[config.mk]
export PLATFORM = sky130hd
export DESIGN_NAME = pio_sm_sequencer
export DESIGN_NICKNAME = d
export VERILOG_FILES = /design/src/rtl/pio_pkg.sv /design/src/rtl/pio_delay_counter.sv /design/src/rtl/pio_sm_sequencer.sv
export SDC_FILE = /design/constraint.sdc
export NUM_CORES = 1
export LEC_CHECK = 0
export ABC_AREA = 1
export CAP_MARGIN = 5
export CORE_MARGIN = 2
export CORE_UTILIZATION = 44
export CTS_BUF_LIST = sky130_fd_sc_hd__clkbuf_8 sky130_fd_sc_hd__clkbuf_16
export DETAILED_ROUTE_END_ITERATION = 10
export PLACE_DENSITY = 0.76
export SLEW_MARGIN = 20
export SYNTH_ARGS = -nofsm -noshare
export SYNTH_HDL_FRONTEND = slang
export SYNTH_SLANG_ARGS = --single-unit
[constraint.sdc]
create_clock -name clk -period 1.6 [get_ports clk]
set_input_delay 0.16 -clock clk [delete_from_list [all_inputs] [get_ports clk]]
set_output_delay 0.16 -clock clk [all_outputs]
set_load 0.01 [all_outputs]
[src/rtl/pio_pkg.sv]
// Shared encodings for the PIO state-machine sequencer: widths, slot sources,
// sequencer states and the position of the delay/side-set field.
package pio_pkg;
  localparam int PIO_ADDR_W  = 5;
  localparam int PIO_INSTR_W = 16;
  localparam int PIO_DELAY_W = 5;
  localparam int DELAY_LSB   = 8;
  localparam int DELAY_MSB   = 12;

  typedef enum logic [1:0] {
    SRC_MEM  = 2'd0,
    SRC_EXEC = 2'd1,
    SRC_IMM  = 2'd2
  } src_e;

  typedef enum logic [1:0] {
    ST_RUN   = 2'd0,
    ST_STALL = 2'd1,
    ST_DELAY = 2'd2
  } state_e;
endpackage

[src/rtl/pio_delay_counter.sv]
// Delay-cycle counter: strips side-set bits from the delay field, loads on
// completion and counts down one per divider tick.
module pio_delay_counter
  import pio_pkg::*;
#(
  parameter int DELAY_W = PIO_DELAY_W
) (
  input  logic               clk,
  input  logic               reset_n,
  input  logic               clear,
  input  logic               load,
  input  logic               dec,
  input  logic [DELAY_W-1:0] field,
  input  logic [2:0]         sideset_count,
  output logic [DELAY_W-1:0] load_val,
  output logic               last
);
  logic [DELAY_W-1:0] cnt;
  logic [DELAY_W-1:0] mask;
  int                 ss_sat;

  // side-set bits occupy the top of the field; counts above the field width saturate
  assign ss_sat = (int'(sideset_count) > DELAY_W) ? DELAY_W : int'(sideset_count);

  always_comb begin
    mask = '0;
    for (int i = 0; i < DELAY_W; i++)
      mask[i] = (i < (DELAY_W - ss_sat));
  end

  assign load_val = field & mask;
  assign last     = (cnt == DELAY_W'(1));

  always_ff @(posedge clk or negedge reset_n) begin
    if (!reset_n)                cnt <= '0;
    else if (clear)              cnt <= '0;
    else if (load)               cnt <= load_val;
    else if (dec && cnt != '0)   cnt <= cnt - 1'b1;
  end
endmodule

[src/rtl/pio_sm_sequencer.sv]
// Per-SM sequencer: picks the instruction slot (IMM > EXEC > MEM), handles
// stalls and delay ticks, and drives the program counter controls.
module pio_sm_sequencer
  import pio_pkg::*;
#(
  parameter int ADDR_W  = PIO_ADDR_W,
  parameter int INSTR_W = PIO_INSTR_W,
  parameter int DELAY_W = PIO_DELAY_W
) (
  input  logic               clk,
  input  logic               reset_n,
  input  logic               en,
  input  logic               penable,
  input  logic               restart,
  input  logic [2:0]         sideset_count,
  input  logic [INSTR_W-1:0] mem_instr,
  input  logic               imm_valid,
  input  logic [INSTR_W-1:0] imm_instr,
  input  logic               exec_valid,
  input  logic [INSTR_W-1:0] exec_instr,
  input  logic               exec_stall,
  input  logic               jmp_taken,
  input  logic [ADDR_W-1:0]  jmp_addr,
  output logic [INSTR_W-1:0] instr,
  output logic               instr_valid,
  output logic [1:0]         instr_src,
  output logic               pc_penable,
  output logic               pc_stalled,
  output logic               pc_jmp,
  output logic [ADDR_W-1:0]  pc_din,
  output logic               delaying
);
  state_e               state, state_nxt;
  src_e                 sel_src, held_src;
  logic                 imm_pend, exec_pend;
  logic [INSTR_W-1:0]   imm_reg, exec_reg, held_instr;
  logic                 tick, slot, complete, stall_now, delay_go, dly_last;
  logic [DELAY_W-1:0]   dly_val;

  // reset gates the tick so every 1-bit output reads 0 while reset_n is low
  assign tick      = en & penable & reset_n;
  assign slot      = tick & (state != ST_DELAY);
  assign complete  = slot & ~exec_stall;
  assign stall_now = slot & exec_stall;

  always_comb begin
    sel_src = SRC_MEM;
    instr   = mem_instr;
    if (imm_pend) begin
      sel_src = SRC_IMM;
      instr   = imm_reg;
    end else if (state == ST_STALL) begin
      sel_src = held_src;
      instr   = held_instr;
    end else if (exec_pend) begin
      sel_src = SRC_EXEC;
      instr   = exec_reg;
    end
  end

  pio_delay_counter #(.DELAY_W(DELAY_W)) u_dly (
    .clk          (clk),
    .reset_n      (reset_n),
    .clear        (restart),
    .load         (delay_go & ~restart),
    .dec          (tick & (state == ST_DELAY)),
    .field        (instr[DELAY_LSB +: DELAY_W]),
    .sideset_count(sideset_count),
    .load_val     (dly_val),
    .last         (dly_last)
  );

  // forced instructions never take a delay
  assign delay_go = complete & (sel_src != SRC_IMM) & (dly_val != '0);

  assign instr_valid = slot;
  assign instr_src   = sel_src;
  assign pc_penable  = tick;
  assign pc_din      = jmp_addr;
  assign pc_jmp      = complete & jmp_taken;
  assign pc_stalled  = stall_now | (tick & (state == ST_DELAY)) |
                       (complete & (sel_src != SRC_MEM) & ~jmp_taken);
  assign delaying    = (state == ST_DELAY);

  always_comb begin
    state_nxt = state;
    if (restart)                                     state_nxt = ST_RUN;
    else if (stall_now)                              state_nxt = ST_STALL;
    else if (complete)                               state_nxt = delay_go ? ST_DELAY : ST_RUN;
    else if (tick && state == ST_DELAY && dly_last)  state_nxt = ST_RUN;
  end

  always_ff @(posedge clk or negedge reset_n) begin
    if (!reset_n) state <= ST_RUN;
    else          state <= state_nxt;
  end

  always_ff @(posedge clk or negedge reset_n) begin
    if (!reset_n) begin
      imm_pend   <= 1'b0;
      imm_reg    <= '0;
      exec_pend  <= 1'b0;
      exec_reg   <= '0;
      held_instr <= '0;
      held_src   <= SRC_MEM;
    end else begin
      // a pending slot is consumed once issued, whether it completes or stalls
      if ((complete || stall_now) && sel_src == SRC_IMM) imm_pend <= 1'b0;
      if (imm_valid) begin
        imm_pend <= 1'b1;
        imm_reg  <= imm_instr;
      end
      if (restart) begin
        exec_pend <= 1'b0;
      end else begin
        if ((complete || stall_now) && sel_src == SRC_EXEC) exec_pend <= 1'b0;
        if (complete && exec_valid) begin
          exec_pend <= 1'b1;
          exec_reg  <= exec_instr;
        end
      end
      if (stall_now) begin
        held_instr <= instr;
        held_src   <= sel_src;
      end
    end
  end
endmodule
==> reports/results.ini <==
[run_status]
outcome = finished with violations
violations = negative setup slack

[timing]
finalHoldViolations = 0
timing.max_slew.rel_slack_pct = 48.6
setup_slack_of_the_critical_path_after_layout_ns = -0.226
whs_ns = 0.00169
fin_worst_skew_ns = 0.00670
timing.final.crit_period_ns = 1.83
setup_tns_ns = -4.40
fin_crit_sh_pct = 114
report.final.slew_viol_count = 0
worst-slew-pin-transition_ns = 0.771
timing.final.setup_violations = 41
maxClockFrequency_mhz = 548
grt_setup_unrepaired = yes

[cts]
clk_path_buf_depth = 2
clkTransAtPathRegs_ns = 0.07
cts-buffers-inserted = 9
clock_latency_ns = 0.34
cts_max_level = 3
cts_root_buf = clkbuf_8
cts_tree = built
numClockSinks = 59

[routing]
routed_wl_um = 10200
routed_wire_length_per_instance_um = 15.7
overall_via_count_from_detail_route = 3352
route.detailed.vias_per_inst = 5.15
final_antenna_net_count = 0
drt-pass1-iter-count = 4
post-route-drc-count = 0
detail_route.iter0.violations = 167

[yosys]
synthAdderAreaFrac_pct = 1.87
yosysWarnings = 0
postSynthAreaPerCell_um2 = 8.14
synth-edff-count = 0
postSynthCellCount = 411
synth.most_common_cell = nand2_1
synth.distinct_cells = 36
synth-seq-area-share_pct = 44.1
yosys-top-cells-area = dfrtp_1 (44%), nand2_1 (15%), inv_1 (5.2%)
postSynth.topFlopCell = dfrtp_1
count_of_state_elements_after_synthesis = 59
synth_top_area_share_pct = 44.1
synth_compound_area_share_pct = 11.1
yosysTopAreaCell = dfrtp_1
synthMuxAreaShare_pct = 5.39
synth_top_family_by_area = simple AND/OR/NAND/NOR gates
syn-num-nets = 481
synth_top_cells_by_count = nand2_1 (137), dfrtp_1 (59), inv_1 (46)
synthXorXnorAreaFrac_pct = 0.785
synth_simple_gate_area_share_pct = 27.0
synth_area_um2 = 3350
synthArstFlopShare_pct = 100

[global_route]
grt_first_pass_wirelength_um = 15700
grt_overflow = 0
grt_start_max_net_pins = 60
grt_use_total_pct = 24.2
antenna_found_initial = 0
grt_pass1_vias = 3345

[power_and_ir_drop]
power.static_leakage_nw = 2.63
irDropWorstVdd_mv = 0.610
totalPowerFinal_mw = 4.46
powerDensity_nw_per_um2 = 866

[floorplanning]
floorplan.core_area_um2 = 7290
floorplan.rows = 31
fp.dieH_um = 91.2
die_w_um = 91.2
boundaryPins = 93
floorplan.initialDensity_pct = 45.9
die_area_um2 = 8320

[finish]
diodes = 0
synthToLayoutAreaGrowth_pct = 53.8
layout-drive-gt1-share_pct = 35.0
fin_nets = 617
layout.filler_cells = 545
post-route-util_pct = 70.6

[place]
detailed_place_hpwl_um = 6520
numPortBuffers = 82
globalplace.congestion = 0.859
placement.setup.worst_slack_ns = -0.529

[critical_path]
critPathMaxFanout = 8
critPathSlowestCell = dfrtp_2
worst-setup-path-type = flop to output pin
cp_data_arrival_time_ns = 1.67
cp_cell_sequence = inv_4 -> buf_12 -> buf_12 -> nand2_4 -> nand3_2 -> o211ai_1 -> o21ai_1 -> buf_2
worst_ep_required_time_ns = 1.44
critPathBufInv = 4
cell_family_contributing_the_most_delay_on_the_critical_path = buffers and inverters
critPathCaptureType = output pin
cp-start-kind = flop
critical_path.max_stage_delay_ns = 0.45
crit_path_frequent_cell = buf_12

[flow_run]
cap_viol_max_count = 0

[worst_hold_path]
min-delay-path-class = input port to async pin

==> power breakdown <==
part           internal [mW]  total [mW]  leakage (nW)  switching [mW]
logic                  0.616        1.23          1.79           0.616
registers               1.74        1.88         0.736           0.140
clock network          0.747        1.35         0.103           0.600
total                   3.10        4.46          2.63            1.36
==> routing by layer <==
metal,wire [µm],up-vias,GRT usage [%]
met1,4070,1633,27.9
li1,-,1579,-
met4,247,0,9.72
met5,0,-,0
met2,5450,117,42.3
met3,460,23,6.72
==> layout make-up <==
cell class	instances	area, µm²	area share [%]
Multi-Input combinational cell	278	1800	35.0
Sequential cell	59	1480	28.7
Timing Repair Buffer	147	1350	26.2
Inverter	52	204	3.96
Clock buffer	10	138	2.67
Tap cell	99	124	2.41
Clock inverter	6	56.3	1.09
==> cell families (layout without fill, tap and decap cells) <==
family,Yosys count,count (layout)
compound gates,59,59
xor+xnor,3,3
fa+ha+maj,5,5
buf+inv,74,215
flops,59,59
mux,16,16
simple gates,195,195
==> timing repair <==
action,in CTS,in global routing
resized for setup,136,59
buffers inserted,18,9
cloned,1,0
setup endpoints to repair,44,52
hold buffers,0,0
pin swaps,14,21
==> per-stage QoR <==
step,area [µm²],cells
3_5_place_dp,4480,609
4_1_cts,4930,644
2_1_floorplan,3350,411
5_1_grt,5150,651
3_3_place_gp,4480,609
6_report,5150,651
==> cell usage in the layout (no fill, tap or decap), drive strengths merged <==
cell	count
nand2	146
buf	85
dfrtp	59
clkdlybuf4s50	58
inv	52
o21ai	36
nand3	29
mux2	16
clkbuf	13
o211ai	11
nor2	11
a21oi	8
ha	5
clkinv	4
nand3b	4
nor3	3
xor2	2
nand4	2
a21boi	1
o21bai	1
o31ai	1
xnor2	1
o22ai	1
bufinv	1
clkinvlp	1
dlymetal6s2s	1
==> final timing paths <==
check	slack, ns	depth (start not counted)	from	end
worst max-delay path	-0.23	8	exec_pend	instr[6]
worst min-delay path	0.002	2	reset_n	exec_reg[10]
worst max register to register	-0.15	13	state[0]	u_dly.cnt[1]
worst min register to register	0.49	2	held_instr[1]	held_instr[1]
max in group asynchronous	1.06	2	reset_n	exec_pend
min in group clk	0.32	0	jmp_addr[4]	pc_din[4]
Note: power is estimated with default switching activity, not from simulation.
